--- src/rtl/maxpool_ctrl.sv ---
// rtl/maxpool_ctrl.sv - windowed max-pool sequencing controller; define MAXPOOL_SIGNED_EN for signed compare
module maxpool_ctrl #(
    parameter int DATA_W = 4,
    parameter int WIN    = 4,
    parameter int CNT_W  = $clog2(WIN)
) (
    input  logic              clk,
    input  logic              rst,
    input  logic              start,
    input  logic [7:0]        num_win,
    input  logic              in_valid,
    input  logic [DATA_W-1:0] in_data,
    output logic              in_ready,
    output logic              out_valid,
    output logic [DATA_W-1:0] out_data,
    input  logic              out_ready,
    output logic              busy,
    output logic              done
);

    typedef enum logic [1:0] {
        IDLE = 2'd0,
        ACC  = 2'd1,
        EMIT = 2'd2
    } state_t;

    localparam logic [CNT_W-1:0] LAST_ELEM = CNT_W'(WIN - 1);

    state_t            state;
    logic [CNT_W-1:0]  elem_cnt;
    logic [7:0]        win_cnt;
    logic [7:0]        num_win_r;
    logic [DATA_W-1:0] max_r;
    logic              greater;
    logic [DATA_W-1:0] next_max;
    logic              last_win;

    // Strictly-greater compare so a tie keeps the current maximum.
`ifdef MAXPOOL_SIGNED_EN
    assign greater = $signed(in_data) > $signed(max_r);
`else
    assign greater = in_data > max_r;
`endif

    // The first element of each window reseeds the maximum, so no stale value survives.
    assign next_max = ((elem_cnt == '0) || greater) ? in_data : max_r;
    assign last_win = (win_cnt == (num_win_r - 8'd1));

    // Ready depends on state alone, never on in_valid.
    assign in_ready = (state == ACC);

    // Frame sequencing FSM with registered out_valid/out_data/busy/done.
    always_ff @(posedge clk or negedge rst) begin
        if (!rst) begin
            state     <= IDLE;
            elem_cnt  <= '0;
            win_cnt   <= '0;
            num_win_r <= '0;
            max_r     <= '0;
            out_data  <= '0;
            out_valid <= 1'b0;
            busy      <= 1'b0;
            done      <= 1'b0;
        end else begin
            done <= 1'b0;
            case (state)
                IDLE: begin
                    if (start && (num_win != 8'd0)) begin
                        num_win_r <= num_win;
                        elem_cnt  <= '0;
                        win_cnt   <= '0;
                        busy      <= 1'b1;
                        state     <= ACC;
                    end
                end
                ACC: begin
                    if (in_valid) begin
                        max_r <= next_max;
                        if (elem_cnt == LAST_ELEM) begin
                            out_data  <= next_max;
                            out_valid <= 1'b1;
                            elem_cnt  <= '0;
                            state     <= EMIT;
                        end else begin
                            elem_cnt <= elem_cnt + CNT_W'(1);
                        end
                    end
                end
                EMIT: begin
                    if (out_ready) begin
                        out_valid <= 1'b0;
                        win_cnt   <= win_cnt + 8'd1;
                        if (last_win) begin
                            busy  <= 1'b0;
                            done  <= 1'b1;
                            state <= IDLE;
                        end else begin
                            state <= ACC;
                        end
                    end
                end
                default: begin
                    out_valid <= 1'b0;
                    busy      <= 1'b0;
                    state     <= IDLE;
                end
            endcase
        end
    end

endmodule

--- config.mk ---
export PLATFORM = sky130hd
export DESIGN_NAME = maxpool_ctrl
export DESIGN_NICKNAME = d
export VERILOG_FILES = /design/src/rtl/maxpool_ctrl.sv
export SDC_FILE = /design/constraint.sdc
export NUM_CORES = 1
export LEC_CHECK = 0
export BUFFER_PORTS_ARGS = -buffer_cell sky130_fd_sc_hd__buf_2
export CORE_MARGIN = 1
export CORE_UTILIZATION = 40
export CTS_CLUSTER_DIAMETER = 120
export DETAILED_ROUTE_END_ITERATION = 16
export PLACE_DENSITY_LB_ADDON = 0.05
export SYNTH_ARGS = -nofsm -noshare
export SYNTH_HDL_FRONTEND = slang
export SYNTH_SLANG_ARGS = --single-unit
--- constraint.sdc ---
create_clock -name clk -period 2.3 [get_ports clk]
set_clock_uncertainty 0.15 [all_clocks]
set_input_delay 0 -clock clk [delete_from_list [all_inputs] [get_ports clk]]
set_output_delay 0 -clock clk [all_outputs]
set_load 0.005 [all_outputs]
==> report_table.html, run 1 <==
<table>
<tr><th>Metric</th><th>Value</th></tr>
<tr><th colspan="2">Status</th></tr>
<tr><td>Status</td><td>complete, no violations</td></tr>
<tr><th colspan="2">Drt</th></tr>
<tr><td>TritonRoute pass-1 iters</td><td>5</td></tr>
<tr><td>Via-to-Cell Ratio</td><td>5.31</td></tr>
<tr><td>Wire length after detailed routing</td><td>3680 um</td></tr>
<tr><td>Number of vias in the routed layout</td><td>1449</td></tr>
<tr><td>Antenna Nets Post-Route</td><td>0</td></tr>
<tr><td>Violation count after the first detailed-routing iteration</td><td>55</td></tr>
<tr><td>Detailed-route wire length per cell</td><td>13.5 um</td></tr>
<tr><td>Post-route DRC violation count</td><td>0</td></tr>
<tr><th colspan="2">Synthesis</th></tr>
<tr><td>Mux share of post-synthesis cell area</td><td>0.0566</td></tr>
<tr><td>Netlist area before placement</td><td>1790 sq um</td></tr>
<tr><td>Mean instance size in the synthesized netlist</td><td>10.1 sq um</td></tr>
<tr><td>Fraction of synthesis flops using an asynchronous set or reset pin</td><td>1.00</td></tr>
<tr><td>Count of state elements after synthesis</td><td>31</td></tr>
<tr><td>Number of unique standard cell types used by synthesis</td><td>43</td></tr>
<tr><td>Commonest cells post-synth</td><td>sky130_fd_sc_hd__dfrtp_1, sky130_fd_sc_hd__nand2_1, sky130_fd_sc_hd__o21ai_0</td></tr>
<tr><td>Gate count after technology mapping</td><td>178</td></tr>
<tr><td>Share of synthesized cell area in and, or, nand and nor gates</td><td>0.236</td></tr>
<tr><td>Warning count from the yosys run</td><td>0</td></tr>
<tr><td>Leading register cell type out of synthesis</td><td>sky130_fd_sc_hd__dfrtp_1</td></tr>
<tr><td>Post-synthesis cell type with the largest combined area</td><td>sky130_fd_sc_hd__dfrtp_1</td></tr>
<tr><td>Leading post-synthesis cells by cell area</td><td>sky130_fd_sc_hd__dfrtp_1, sky130_fd_sc_hd__mux2_2, sky130_fd_sc_hd__ha_1</td></tr>
<tr><td>EDFF count, synth</td><td>0</td></tr>
<tr><td>Register area share after synthesis</td><td>0.434</td></tr>
<tr><td>Post-Synth XOR/XNOR Area</td><td>0.0685</td></tr>
<tr><td>Share of Yosys cell area claimed by the top area cell type</td><td>0.434</td></tr>
<tr><td>Post-synthesis compound-gate area fraction</td><td>0.113</td></tr>
<tr><td>Synthesized netlist net count</td><td>203</td></tr>
<tr><td>Dominant combinational cell family by area after synthesis</td><td>simple AND/OR/NAND/NOR gates</td></tr>
<tr><td>Count leader, synth</td><td>sky130_fd_sc_hd__dfrtp_1</td></tr>
<tr><td>Adder-cell share of the synthesized area</td><td>0.0559</td></tr>
<tr><th colspan="2">Placement</th></tr>
<tr><td>Post-Place Cell Area</td><td>1970 sq um</td></tr>
<tr><td>Number of buffers added on ports</td><td>24</td></tr>
<tr><td>Hpwl dp</td><td>2800 um</td></tr>
<tr><td>Global placement routability congestion</td><td>0.849</td></tr>
<tr><th colspan="2">Cells and area</th></tr>
<tr><td>Design area</td><td>2210 sq um</td></tr>
<tr><td>NumNets Final</td><td>247</td></tr>
<tr><td>Sequential cell area</td><td>776 sq um</td></tr>
<tr><td>Signed area change from the synthesized netlist to the final layout</td><td>23.4%</td></tr>
<tr><td>ANT cells</td><td>0</td></tr>
<tr><td>Final core utilization</td><td>0.533</td></tr>
<tr><td>Share of post-route cells with drive strength above 1</td><td>0.242</td></tr>
<tr><td>Area of the multi-input gates</td><td>965 sq um</td></tr>
<tr><td>Count of filler cells inserted in the layout</td><td>403</td></tr>
<tr><th colspan="2">Floorplan</th></tr>
<tr><td>I/O Pins</td><td>25</td></tr>
<tr><td>Core Area</td><td>4140 sq um</td></tr>
<tr><td>Die Height</td><td>68.9 um</td></tr>
<tr><td>Die W</td><td>68.9 um</td></tr>
<tr><td>Die Area</td><td>4740 sq um</td></tr>
<tr><td>Starting utilization of the core area</td><td>0.432</td></tr>
<tr><td>Cell Rows</td><td>23</td></tr>
<tr><th colspan="2">Flow run</th></tr>
<tr><td>Count of max-cap constraint violations</td><td>0</td></tr>
<tr><th colspan="2">Clock network</th></tr>
<tr><td>Clock buffers created by TritonCTS</td><td>5</td></tr>
<tr><td>H-tree Lvls</td><td>2</td></tr>
<tr><td>Library cell used as clock root buffer</td><td>sky130_fd_sc_hd__clkbuf_8</td></tr>
<tr><td>CTS tree</td><td>yes</td></tr>
<tr><td>Clock latency on the worst-skew pair</td><td>0.27 ns</td></tr>
<tr><td>Reg clk slew, reported paths</td><td>0.06 ns</td></tr>
<tr><td>Clock tree sinks</td><td>31</td></tr>
<tr><td>Bufs on Longest Clock Path</td><td>2</td></tr>
<tr><th colspan="2">Worst setup path</th></tr>
<tr><td>Critical path's largest stage delay</td><td>0.53 ns</td></tr>
<tr><td>Data arrival time of the worst path</td><td>2.12 ns</td></tr>
<tr><td>Cell type group with the largest total delay on the critical path</td><td>buffers and inverters</td></tr>
<tr><td>Combined buffer and inverter count along the critical path</td><td>2</td></tr>
<tr><td>Type of element launching the critical path</td><td>input pin</td></tr>
<tr><td>Endpoint class of the critical path</td><td>flop</td></tr>
<tr><td>Slowest cell on crit path</td><td>sky130_fd_sc_hd__dlygate4sd3_1</td></tr>
<tr><td>Required time at the endpoint of the critical path</td><td>2.31 ns</td></tr>
<tr><td>Highest fanout seen on the critical path</td><td>9</td></tr>
<tr><td>Worst path cell trace</td><td>dlygate4sd3_1, buf_2, ha_1, nor2b_1, o21ai_0, a21oi_2, o21bai_2, mux2_2</td></tr>
<tr><td>Class of the most critical setup path</td><td>input pin to flop</td></tr>
<tr><th colspan="2">Global routing</th></tr>
<tr><td>Maximum number of pins on one net before global-route repair</td><td>32</td></tr>
<tr><td>Vias in the first global route</td><td>1484</td></tr>
<tr><td>Overflow after GRT</td><td>0</td></tr>
<tr><td>Overall global routing resource usage</td><td>0.187</td></tr>
<tr><td>Antenna violations before repair</td><td>0</td></tr>
<tr><td>Wire length of the first global-routing pass</td><td>6420 um</td></tr>
<tr><th colspan="2">Power</th></tr>
<tr><td>Maximum VDD drop</td><td>0.526 mV</td></tr>
<tr><td>PD cells</td><td>1010 nW/um^2</td></tr>
<tr><td>Overall power</td><td>0.00224 W</td></tr>
<tr><td>Static leakage</td><td>1.01 nW</td></tr>
<tr><th colspan="2">Timing</th></tr>
<tr><td>Endpoints failing hold</td><td>0</td></tr>
<tr><td>Max frequency</td><td>475 MHz</td></tr>
<tr><td>Setup-failing EPs final</td><td>0</td></tr>
<tr><td>Setup TNS Final</td><td>0 ns</td></tr>
<tr><td>Remaining max-slew budget at the tightest pin</td><td>0.377</td></tr>
<tr><td>Count of final max-slew check failures</td><td>0</td></tr>
<tr><td>Final worst path period share</td><td>0.914</td></tr>
<tr><td>Final Critical Period</td><td>2.10 ns</td></tr>
<tr><td>Slew at the pin closest to its max-slew limit</td><td>0.934 ns</td></tr>
<tr><td>Setup repair after global routing missed its margin</td><td>no</td></tr>
<tr><th colspan="2">Hold path</th></tr>
<tr><td>Class of the most critical hold timing path</td><td>input pin to flop</td></tr>
</table>
==> worst register-to-register path, stage by stage (launching register included) <==
cell	delay, ns
sky130_fd_sc_hd__dfrtp_1	0.37
sky130_fd_sc_hd__inv_1	0.07
sky130_fd_sc_hd__ha_1	0.24
sky130_fd_sc_hd__nor2b_1	0.14
sky130_fd_sc_hd__o21ai_0	0.24
sky130_fd_sc_hd__a21oi_2	0.17
sky130_fd_sc_hd__o21bai_2	0.24
sky130_fd_sc_hd__mux2_2	0.36
==> registers in the layout (all words and copies together) (netlist names) <==
signal,flops
busy,1
done,1
elem_cnt,2
max_r,4
num_win_r,8
out_data,4
out_valid,1
state,2
win_cnt,8
==> stage by stage <==
| step | hold slack, ns | worst slack (ns) | cells |
|---|---|---|---|
| detailed placement | -0.0563 | 0.131 | 250 |
| finish | 0.0645 | 0.197 | 273 |
| floorplan | -0.446 | 0.332 | 178 |
| global placement | -0.0594 | 0.242 | 250 |
| global route | 0.0854 | 0.0255 | 273 |
| CTS | 0.0662 | 0.109 | 273 |
==> metal layers <==
| metal | part of all wire | global-route usage | wire (um) | vias to the layer above |
|---|---|---|---|---|
| li1 | - | - | - | 723 |
| met1 | 0.45 | 0.215 | 1660 | 700 |
| met2 | 0.51 | 0.341 | 1880 | 20 |
| met3 | 0.027 | 0.0345 | 99 | 6 |
| met4 | 0.013 | 0.0689 | 46 | 0 |
| met5 | 0 | 0 | 0 | - |
==> placed cells by master, fill, tap and decap left out, types with 3 or more instances in the layout <==
master	synthesis	layout
sky130_fd_sc_hd__nand4_1	6	6
sky130_fd_sc_hd__xnor2_1	5	5
sky130_fd_sc_hd__inv_1	10	10
sky130_fd_sc_hd__dlygate4sd3_1	0	15
sky130_fd_sc_hd__buf_2	1	24
sky130_fd_sc_hd__nor2_1	7	7
sky130_fd_sc_hd__a21oi_1	3	3
sky130_fd_sc_hd__nand2_1	23	23
sky130_fd_sc_hd__o21ai_0	15	15
sky130_fd_sc_hd__ha_1	8	8
sky130_fd_sc_hd__a21oi_2	3	3
sky130_fd_sc_hd__or3_1	4	4
sky130_fd_sc_hd__xor2_1	9	9
sky130_fd_sc_hd__mux2_2	9	9
sky130_fd_sc_hd__clkbuf_8	0	5
sky130_fd_sc_hd__o211ai_1	4	4
sky130_fd_sc_hd__dfrtp_1	31	31
sky130_fd_sc_hd__or4_1	3	3
sky130_fd_sc_hd__nand3_1	5	5
==> logic make-up after synthesis <==
kind of cell             after synthesis
AND/OR/NAND/NOR                       71
AO/OA/AOI/OAI                         31
flip-flops                            31
XOR/XNOR                              14
buffers and inverters                 14
multiplexers                           9
adder cells (fa/ha/maj)                8
==> path summary, 6_finish.rpt <==
| kind | slack (ns) | start | depth (start not counted) | endpoint |
|---|---|---|---|---|
| max | 0.20 | in_data[1] | 8 | max_r[1]$_DFFE_PN0P_ |
| min | 0.06 | start | 4 | num_win_r[0]$_DFFE_PN0P_ |
| max reg2reg | 0.21 | max_r[1]$_DFFE_PN0P_ | 7 | max_r[1]$_DFFE_PN0P_ |
| min reg2reg | 0.33 | out_data[3]$_DFFE_PN0P_ | 2 | out_data[3]$_DFFE_PN0P_ |
| max in group asynchronous | 1.39 | rst | 2 | elem_cnt[0]$_DFFE_PN0P_ |
| min in group asynchronous | 0.15 | rst | 2 | num_win_r[5]$_DFFE_PN0P_ |
==> layout make-up <==
type	count	area share
clock inverters	1	0.00227
inverters	10	0.0170
flip-flops and latches	31	0.351
repair buffers	41	0.129
multi-input cells	133	0.437
well taps	50	0.0283
clock buffers	7	0.0346
==> report_power, final <==
| group | switching [W] | internal [W] | total, W |
|---|---|---|---|
| combinational | 0.000472 | 0.000449 | 0.000921 |
| sequential | 0.000183 | 0.000731 | 0.000914 |
| clock | 0.000192 | 0.000212 | 0.000404 |
| total | 0.000846 | 0.00139 | 0.00224 |
==> repair_timing <==
action,CTS,global route
setup endpoints to repair,0,4
hold buffers,15,0
resized for setup,0,1
setup buffers,0,0
endpoints found under the hold margin,53,0
Power figures use the tool's default switching activity.
==> run 2, diff against run 1 <==
--- a/config.mk
+++ b/config.mk
@@ -6,10 +6,11 @@
 export NUM_CORES = 1
 export LEC_CHECK = 0
 export BUFFER_PORTS_ARGS = -buffer_cell sky130_fd_sc_hd__buf_2
-export CORE_MARGIN = 1
+export CORE_MARGIN = 4
 export CORE_UTILIZATION = 40
 export CTS_CLUSTER_DIAMETER = 120
 export DETAILED_ROUTE_END_ITERATION = 16
+export HOLD_SLACK_MARGIN = 0.1
 export PLACE_DENSITY_LB_ADDON = 0.05
 export SYNTH_ARGS = -nofsm -noshare
 export SYNTH_HDL_FRONTEND = slang
==> report_table.html, run 2 (synthesis gave the netlist of run 1 again) <==
<table>
<tr><th>Metric</th><th>Value</th></tr>
<tr><th colspan="2">Status</th></tr>
<tr><td>Status</td><td>complete, no violations</td></tr>
<tr><th colspan="2">Drt</th></tr>
<tr><td>Wire length after detailed routing</td><td>3920 um</td></tr>
<tr><td>TritonRoute pass-1 iters</td><td>4</td></tr>
<tr><td>Violation count after the first detailed-routing iteration</td><td>53</td></tr>
<tr><td>Post-route DRC violation count</td><td>0</td></tr>
<tr><td>Via-to-Cell Ratio</td><td>5.19</td></tr>
<tr><td>Antenna Nets Post-Route</td><td>0</td></tr>
<tr><td>Detailed-route wire length per cell</td><td>13.8 um</td></tr>
<tr><td>Number of vias in the routed layout</td><td>1478</td></tr>
<tr><th colspan="2">Cells and area</th></tr>
<tr><td>Signed area change from the synthesized netlist to the final layout</td><td>30.1%</td></tr>
<tr><td>Final core utilization</td><td>0.534</td></tr>
<tr><td>Area of the multi-input gates</td><td>971 sq um</td></tr>
<tr><td>Share of post-route cells with drive strength above 1</td><td>0.253</td></tr>
<tr><td>Count of filler cells inserted in the layout</td><td>419</td></tr>
<tr><td>Sequential cell area</td><td>776 sq um</td></tr>
<tr><td>NumNets Final</td><td>257</td></tr>
<tr><td>Leading cell type in the layout, fill and taps excluded</td><td>sky130_fd_sc_hd__dfrtp_1</td></tr>
<tr><td>Leading cell types in the layout, fill and taps excluded</td><td>sky130_fd_sc_hd__dfrtp_1, sky130_fd_sc_hd__buf_2, sky130_fd_sc_hd__nand2_1</td></tr>
<tr><td>Largest registers</td><td>num_win_r: 8 flops, win_cnt: 8 flops</td></tr>
<tr><td>ANT cells</td><td>0</td></tr>
<tr><th colspan="2">Placement</th></tr>
<tr><td>Hpwl dp</td><td>2980 um</td></tr>
<tr><td>Number of buffers added on ports</td><td>24</td></tr>
<tr><td>Global placement routability congestion</td><td>0.832</td></tr>
<tr><th colspan="2">Worst setup path</th></tr>
<tr><td>Highest fanout seen on the critical path</td><td>7</td></tr>
<tr><td>Class of the most critical setup path</td><td>input pin to flop</td></tr>
<tr><td>Worst path cell trace</td><td>dlygate4sd3_1, buf_2, nor4_1, buf_4, a2111oi_4, buf_4, nand2_1, dlygate4sd3_1, o21ai_0</td></tr>
<tr><td>Slowest cell on crit path</td><td>sky130_fd_sc_hd__dlygate4sd3_1</td></tr>
<tr><td>Data arrival time of the worst path</td><td>2.26 ns</td></tr>
<tr><td>Type of element launching the critical path</td><td>input pin</td></tr>
<tr><td>Critical path's largest stage delay</td><td>0.56 ns</td></tr>
<tr><td>Worst Reg2Reg Path Length in Cells</td><td>5</td></tr>
<tr><td>Endpoint class of the critical path</td><td>flop</td></tr>
<tr><td>Required time at the endpoint of the critical path</td><td>2.35 ns</td></tr>
<tr><th colspan="2">Global routing</th></tr>
<tr><td>Wire length of the first global-routing pass</td><td>7040 um</td></tr>
<tr><td>Overall global routing resource usage</td><td>0.167</td></tr>
<tr><td>Maximum number of pins on one net before global-route repair</td><td>32</td></tr>
<tr><td>Overflow after GRT</td><td>0</td></tr>
<tr><td>Vias in the first global route</td><td>1551</td></tr>
<tr><td>Antenna violations before repair</td><td>0</td></tr>
<tr><th colspan="2">Floorplan</th></tr>
<tr><td>Die Area</td><td>5610 sq um</td></tr>
<tr><td>I/O Pins</td><td>25</td></tr>
<tr><td>Die Height</td><td>74.9 um</td></tr>
<tr><td>Die W</td><td>74.9 um</td></tr>
<tr><td>Core Area</td><td>4350 sq um</td></tr>
<tr><td>Starting utilization of the core area</td><td>0.411</td></tr>
<tr><td>Cell Rows</td><td>24</td></tr>
<tr><th colspan="2">Timing</th></tr>
<tr><td>Count of final max-slew check failures</td><td>0</td></tr>
<tr><td>Final worst path period share</td><td>0.960</td></tr>
<tr><td>Setup TNS Final</td><td>0 ns</td></tr>
<tr><td>Final Critical Period</td><td>2.21 ns</td></tr>
<tr><td>Slew at the pin closest to its max-slew limit</td><td>0.702 ns</td></tr>
<tr><td>Setup-failing EPs final</td><td>0</td></tr>
<tr><td>Endpoints failing hold</td><td>0</td></tr>
<tr><td>Remaining max-slew budget at the tightest pin</td><td>0.532</td></tr>
<tr><td>Hold slack</td><td>0.152 ns</td></tr>
<tr><td>Max frequency</td><td>453 MHz</td></tr>
<tr><th colspan="2">Flow run</th></tr>
<tr><td>Count of max-cap constraint violations</td><td>0</td></tr>
<tr><th colspan="2">Hold path</th></tr>
<tr><td>Class of the most critical hold timing path</td><td>input pin to asynchronous set/reset pin</td></tr>
<tr><th colspan="2">Clock network</th></tr>
<tr><td>CTS tree</td><td>yes</td></tr>
<tr><td>Clock buffers created by TritonCTS</td><td>5</td></tr>
<tr><td>Reg clk slew, reported paths</td><td>0.06 ns</td></tr>
<tr><td>Library cell used as clock root buffer</td><td>sky130_fd_sc_hd__clkbuf_8</td></tr>
<tr><td>Bufs on Longest Clock Path</td><td>2</td></tr>
<tr><td>Clock tree sinks</td><td>31</td></tr>
<tr><td>H-tree Lvls</td><td>2</td></tr>
<tr><td>Clock latency on the worst-skew pair</td><td>0.28 ns</td></tr>
<tr><th colspan="2">Power</th></tr>
<tr><td>Overall power</td><td>0.00236 W</td></tr>
<tr><td>Static leakage</td><td>1.07 nW</td></tr>
<tr><td>PD cells</td><td>1010 nW/um^2</td></tr>
<tr><td>Maximum VDD drop</td><td>0.446 mV</td></tr>
</table>
## run 2: final timing paths
check                                        startpoint                        to  slack, ns
worst max-delay path                         num_win[4]  num_win_r[2]$_DFFE_PN0P_       0.09
worst min-delay path                                rst  num_win_r[2]$_DFFE_PN0P_       0.15
worst max register to register     state[1]$_DFFE_PN0P_  num_win_r[2]$_DFFE_PN0P_       0.16
worst min register to register  out_data[3]$_DFFE_PN0P_   out_data[3]$_DFFE_PN0P_       0.32
max in group asynchronous                           rst    win_cnt[3]$_DFFE_PN0P_       1.39
min in group clk                out_data[3]$_DFFE_PN0P_   out_data[3]$_DFFE_PN0P_       0.32
## run 2: layout make-up
cell class                 instances  share of cell area
clock buffer                       8              0.0430
inverter                          10              0.0161
multi-input combinational        133               0.417
sequential                        31               0.333
tap                               52              0.0280
timing repair buffer              51               0.162
## run 2: stage by stage
stage	setup WS [ns]	instance area, sq um	cells
floorplan	0.332	1790	178
global route	-0.000323	2330	285
global placement	0.246	1990	254
finish	0.0928	2330	285
CTS	0.0716	2300	283
detailed placement	0.190	1990	254
## run 2: metal layers
metal,part of all wire,global-route usage,vias to the layer above
met2,0.54,0.287,17
met4,0.020,0.0731,0
met3,0.026,0.0374,10
met5,0,0,-
met1,0.42,0.198,703
li1,-,-,748
## run 2: critical path, delay by kind of cell
kind | cells | cell delay (ns)
and+or+nand+nor | 2 | 0.10
AOI/OAI and AO/OA | 2 | 0.62
buffers and inverters | 5 | 1.53
## run 2: report_power, final
group	internal (W)	total, W	switching, W
Sequential	0.000731	0.000918	0.000187
Combinational	0.000497	0.000980	0.000483
Clock	0.000273	0.000462	0.000190
Total	0.00150	0.00236	0.000860
## run 2: what timing repair did
action	in CTS	in global routing
setup endpoints to repair	0	1
gates resized for setup	0	3
endpoints found under the hold margin	55	0
hold buffers	21	0
setup buffers	0	2
